**config.mk**
```make
export PLATFORM = sky130hd
export DESIGN_NAME = axi_read_arbiter
export DESIGN_NICKNAME = d
export VERILOG_FILES = /design/src/rtl/axi_read_arbiter.sv
export SDC_FILE = /design/constraint.sdc
export NUM_CORES = 1
export LEC_CHECK = 0
export CORE_MARGIN = 3
export CORE_UTILIZATION = 31
export CTS_CLUSTER_SIZE = 12
export DETAILED_ROUTE_END_ITERATION = 7
export PLACE_DENSITY = 0.95
export SLEW_MARGIN = 20
export SYNTH_ARGS = -nofsm -noshare
export SYNTH_HDL_FRONTEND = slang
export SYNTH_SLANG_ARGS = --single-unit
```
**constraint.sdc**
```tcl
create_clock -name clk -period 5.8 [get_ports clk]
set_input_delay 1.45 -clock clk [delete_from_list [all_inputs] [get_ports clk]]
set_output_delay 1.45 -clock clk [all_outputs]
set_load 0.05 [all_outputs]
```
**src/rtl/axi_read_arbiter.sv**
```systemverilog
// AXI read-channel arbiter for a 2-master / 2-slave interconnect: round-robin AR grant,
// address decode to S0/S1/default slave, grant held until RLAST. Watchdog under AXI_ARB_TIMEOUT_EN.
module axi_read_arbiter #(
  parameter logic [31:0] S0_BASE     = 32'h0000_0000,
  parameter logic [31:0] S1_BASE     = 32'h0001_0000,
  parameter logic [31:0] REGION_SIZE = 32'h0001_0000,
  parameter int unsigned TIMEOUT_CYC = 256
) (
  input  logic        clk,
  input  logic        rst,
  input  logic        arvalid_m0,
  input  logic [31:0] araddr_m0,
  input  logic [3:0]  arlen_m0,
  input  logic        arvalid_m1,
  input  logic [31:0] araddr_m1,
  input  logic [3:0]  arlen_m1,
  output logic        arready_m0,
  output logic        arready_m1,
  output logic        arvalid_s0,
  output logic        arvalid_s1,
  input  logic        arready_s0,
  input  logic        arready_s1,
  input  logic        rvalid_s0,
  input  logic        rlast_s0,
  input  logic        rvalid_s1,
  input  logic        rlast_s1,
  input  logic        rready_m0,
  input  logic        rready_m1,
  output logic [1:0]  grant,
  output logic [2:0]  sel,
  output logic        dflt_rvalid,
  output logic        dflt_rlast,
  output logic        busy,
  output logic        timeout
);

  typedef enum logic [2:0] {IDLE, ADDR, DATA, DFLT_ADDR, DFLT_DATA} state_t;

  state_t      state_q, state_d;
  logic [1:0]  grant_q, grant_d;
  logic [2:0]  sel_q, sel_d;
  logic        rr_last_q, rr_last_d;   // 1 = M1 was served last
  logic [3:0]  beat_q, beat_d;

  logic        pick_m1;
  logic [31:0] pick_addr;
  logic        g_arvalid, g_rready;
  logic        s_arready, s_rvalid, s_rlast;
  logic        wd_expired;

  function automatic logic in_region(input logic [31:0] addr, input logic [31:0] base);
    return (addr >= base) && ((addr - base) < REGION_SIZE);
  endfunction

  // On a tie the master that was not served last wins.
  assign pick_m1   = arvalid_m1 & (~arvalid_m0 | ~rr_last_q);
  assign pick_addr = pick_m1 ? araddr_m1 : araddr_m0;

  assign g_arvalid = grant_q[1] ? arvalid_m1 : arvalid_m0;
  assign g_rready  = grant_q[1] ? rready_m1  : rready_m0;
  assign s_arready = sel_q[1] ? arready_s1 : arready_s0;
  assign s_rvalid  = sel_q[1] ? rvalid_s1  : rvalid_s0;
  assign s_rlast   = sel_q[1] ? rlast_s1   : rlast_s0;

`ifdef AXI_ARB_TIMEOUT_EN
  logic [15:0] wd_q;

  always_ff @(posedge clk) begin
    if (rst || state_q != DATA || (s_rvalid && g_rready)) wd_q <= '0;
    else                                                  wd_q <= wd_q + 16'd1;
  end

  assign wd_expired = (wd_q == 16'(TIMEOUT_CYC - 1));
`else
  logic unused_timeout_cyc;
  assign unused_timeout_cyc = ^TIMEOUT_CYC;
  assign wd_expired = 1'b0;
`endif

  always_ff @(posedge clk) begin
    if (rst) begin
      state_q   <= IDLE;
      grant_q   <= '0;
      sel_q     <= '0;
      rr_last_q <= 1'b1;
      beat_q    <= '0;
    end else begin
      state_q   <= state_d;
      grant_q   <= grant_d;
      sel_q     <= sel_d;
      rr_last_q <= rr_last_d;
      beat_q    <= beat_d;
    end
  end

  always_comb begin
    state_d     = state_q;
    grant_d     = grant_q;
    sel_d       = sel_q;
    rr_last_d   = rr_last_q;
    beat_d      = beat_q;
    arready_m0  = 1'b0;
    arready_m1  = 1'b0;
    arvalid_s0  = 1'b0;
    arvalid_s1  = 1'b0;
    dflt_rvalid = 1'b0;
    dflt_rlast  = 1'b0;
    timeout     = 1'b0;
    unique case (state_q)
      IDLE: begin
        if (arvalid_m0 || arvalid_m1) begin
          grant_d = pick_m1 ? 2'b10 : 2'b01;
          if (in_region(pick_addr, S0_BASE)) begin
            sel_d   = 3'b001;
            state_d = ADDR;
          end else if (in_region(pick_addr, S1_BASE)) begin
            sel_d   = 3'b010;
            state_d = ADDR;
          end else begin
            sel_d   = 3'b100;
            state_d = DFLT_ADDR;
          end
        end
      end
      ADDR: begin
        arvalid_s0 = sel_q[0] & g_arvalid;
        arvalid_s1 = sel_q[1] & g_arvalid;
        arready_m0 = grant_q[0] & s_arready;
        arready_m1 = grant_q[1] & s_arready;
        if (g_arvalid && s_arready) state_d = DATA;
      end
      DATA: begin
        if ((s_rvalid && s_rlast && g_rready) || (wd_expired && !(s_rvalid && g_rready))) begin
          timeout   = ~(s_rvalid & s_rlast & g_rready);
          state_d   = IDLE;
          grant_d   = '0;
          sel_d     = '0;
          rr_last_d = grant_q[1];
        end
      end
      DFLT_ADDR: begin
        arready_m0 = grant_q[0];
        arready_m1 = grant_q[1];
        beat_d     = grant_q[1] ? arlen_m1 : arlen_m0;
        state_d    = DFLT_DATA;
      end
      DFLT_DATA: begin
        dflt_rvalid = 1'b1;
        dflt_rlast  = (beat_q == 4'd0);
        if (g_rready) begin
          if (beat_q == 4'd0) begin
            state_d   = IDLE;
            grant_d   = '0;
            sel_d     = '0;
            rr_last_d = grant_q[1];
          end else begin
            beat_d = beat_q - 4'd1;
          end
        end
      end
      default: begin
        state_d = IDLE;
        grant_d = '0;
        sel_d   = '0;
      end
    endcase
  end

  assign grant = grant_q;
  assign sel   = sel_q;
  assign busy  = (state_q != IDLE);

endmodule

```
==> impl_results.md <==
* Outcome: finished, final reports clean
* Syn Nets at 206
* CTS tree: built
* Fin crit share at 81.8%
* EDFF count, synth at 0
* Initial antenna violation count at 0
* Via/cell ratio at 5.26
* DP HPWL at 2.41 mm
* Synth cell types at 43
* Total Power at 0.000319 W
* Power Dens Cells at 199 nW/um^2
* Top Ports at 97
* Initial drt markers at 62
* Vias in the first global route at 1058
* H-tree depth at 1
* # setup viols final at 0
* Die area at 3820 sq um
* Fin. max-slew vios at 0
* Ys async rst share at 0%
* Hold WC Path Type: reg2reg
* Post-synth top area cell: dfxtp_1
* Maximum clock rate at 211 MHz
* Top cell type's share of synthesized area at 27.0%
* DRC Markers at 0
* Setup tns final at 0 ps
* Cell count after synthesis at 121
* Max-slew headroom at 60.7%
* # rows at 19
* Largest net degree at the start of global routing at 13
* CTS Sinks at 13
* Post_cts resized at 0
* Synth top area cells: dfxtp_1 27%, a21oi_1 6.2%, nor2_1 5.1%, mux2i_1 4.2%, o21ai_0 4.2%
* Via count at 1125
* Max VDD drop at 0.0698 mV
* Core region area at 2850 sq um
* Placer Congestion at 0.875
* Final min period at 4740 ps
* Initial Util at 33.8%
* Skew-Pair Late Insertion Delay at 280 ps
* Global Route Usage Sum at 16.4%
* Layout area overhead at 66.7%
* Die Span X at 61.8 microns
* # hold bufs at CTS at 0
* Post-CTS Setup Repair Bufs at 0
* Final #Nets at 269
* Layout cells sized above 1 at 8.74%
* Critical path type: in2out
* Root Buffer: clkbuf_4
* Clk slew on worst S/H paths at 80 ps
* Synthesized cell area at 965 sq um
* Final ANT Viol Nets at 0
* Final Skew at 3.05 ps
* Drt first pass iters at 4
* First-pass GRT wire length at 4.64 mm
* Avg Inst Size Synth at 7.97 sq um
* Critical Path RT at 4350 ps
* Top FF cell, synth: dfxtp_1
* Final Hold Fails at 0
* Max_cap viols at 0
* Crit-path max FO at 3
* Critical path endpoint category: output port
* Leak at 0.551 nW
* Drt total wl at 2.92 mm
* Num CTS Buffers at 3
* Arrival time at the worst endpoint at 3290 ps
* Grt total ovfl at 0
* CP Launch Type: input port
* Port Buffer Count at 63
* WL/cell at 13.6 microns
* FF+latch count, synth at 13
* Max Buffers Root-to-Sink at 2
* Syn. warnings at 0
* Measured slew at the worst slew-check pin at 589 ps
* RSZ-0062 raised after global routing: no
* Hold slack at 480 ps
* Register area share after synthesis at 27.0%
* Antenna Cells at 0
* DIE HEIGHT at 61.8 microns
[cell usage in the layout (no fill, tap or decap), types with 2 or more instances in the layout]
cell type        count
o21ai_0              8
nand2_1              8
a21oi_1             12
or3_1                2
dfxtp_1             13
nand4_1              2
o211ai_1             2
nor4_1               6
a211o_1              2
nor2_1              13
nand3_1              2
nor3_1               3
inv_1                8
mux2i_1              4
nand2b_1             2
clkbuf_4             3
and2_1               2
mux2_2               3
o32ai_1              2
clkdlybuf4s50_1     63
[critical path: stages]
cell,delay (ps)
clkdlybuf4s50_1,540
mux2_2,190
and3_1,190
and2_1,130
clkdlybuf4s50_1,800
[through the flow]
stage               instance area (sq um)  utilization, %  std cells  setup WS [ps]
detailed placement                   1580            55.4        210           1060
global route                         1610            56.4        214            970
global placement                     1580            55.4        210           1090
floorplan                             965               -        121           2010
CTS                                  1610            56.4        214           1050
finish                               1610            56.4        214           1060
[routing by layer]
metal	track usage [%]	wire, microns	vias to the layer above	share of wire (%)
li1	-	-	570	-
met1	20.5	1320	504	45
met2	28.3	1390	46	48
met3	2.89	166	5	5.7
met4	5.45	44	0	1.5
met5	0	0	-	0
[worst paths after layout]
kind	to	slack (ps)	cells past startpoint	startpoint
worst max-delay path	arvalid_s0	1060	5	arvalid_m0
worst min-delay path	beat_q[1]$_SDFFE_PP0P_	480	2	beat_q[1]$_SDFFE_PP0P_
worst max register to register	sel[2]$_SDFFE_PP0P_	3650	7	beat_q[0]$_SDFFE_PP0P_
worst min register to register	beat_q[1]$_SDFFE_PP0P_	480	2	beat_q[1]$_SDFFE_PP0P_
[cell type report]
type / instances / area, sq um
Multi-Input combinational cell: 94 / 617
Tap cell: 31 / 38.8
Inverter: 9 / 33.8
Sequential cell: 13 / 260
Fill cell: 265 / 1240
Timing Repair Buffer: 63 / 631
Clock inverter: 1 / 5.00
Clock buffer: 3 / 22.5
[synthesized netlist by cell type (3+ instances only)]
library cell,instances
dfxtp_1,13
nor2_1,13
a21oi_1,12
inv_1,8
nand2_1,8
o21ai_0,8
nor4_1,6
mux2i_1,4
mux2_2,3
nor3_1,3
[kinds of logic after synthesis]
| logic type | after synthesis | synth area share (%) |
|---|---|---|
| fa+ha+maj | 1 | 1.30 |
| mux | 9 | 11.2 |
| compound gates | 34 | 23.7 |
| simple gates | 49 | 27.4 |
| buf+inv | 14 | 9.08 |
| flops | 13 | 27.0 |
| other cells | 1 | 0.389 |
[power breakdown]
group          leakage (nW)  internal [W]  switching [W]
sequential            0.106     0.0000991      0.0000132
combinational         0.427     0.0000726      0.0000783
clock                0.0177     0.0000256      0.0000306
total                 0.551      0.000197       0.000122
[registers in the layout, indices dropped and copies added, names as in the netlist]
register,count
rr_last_q,1
beat_q,4
grant,2
state_q,3
sel,3
No activity file was read; power rests on OpenSTA's default activity.
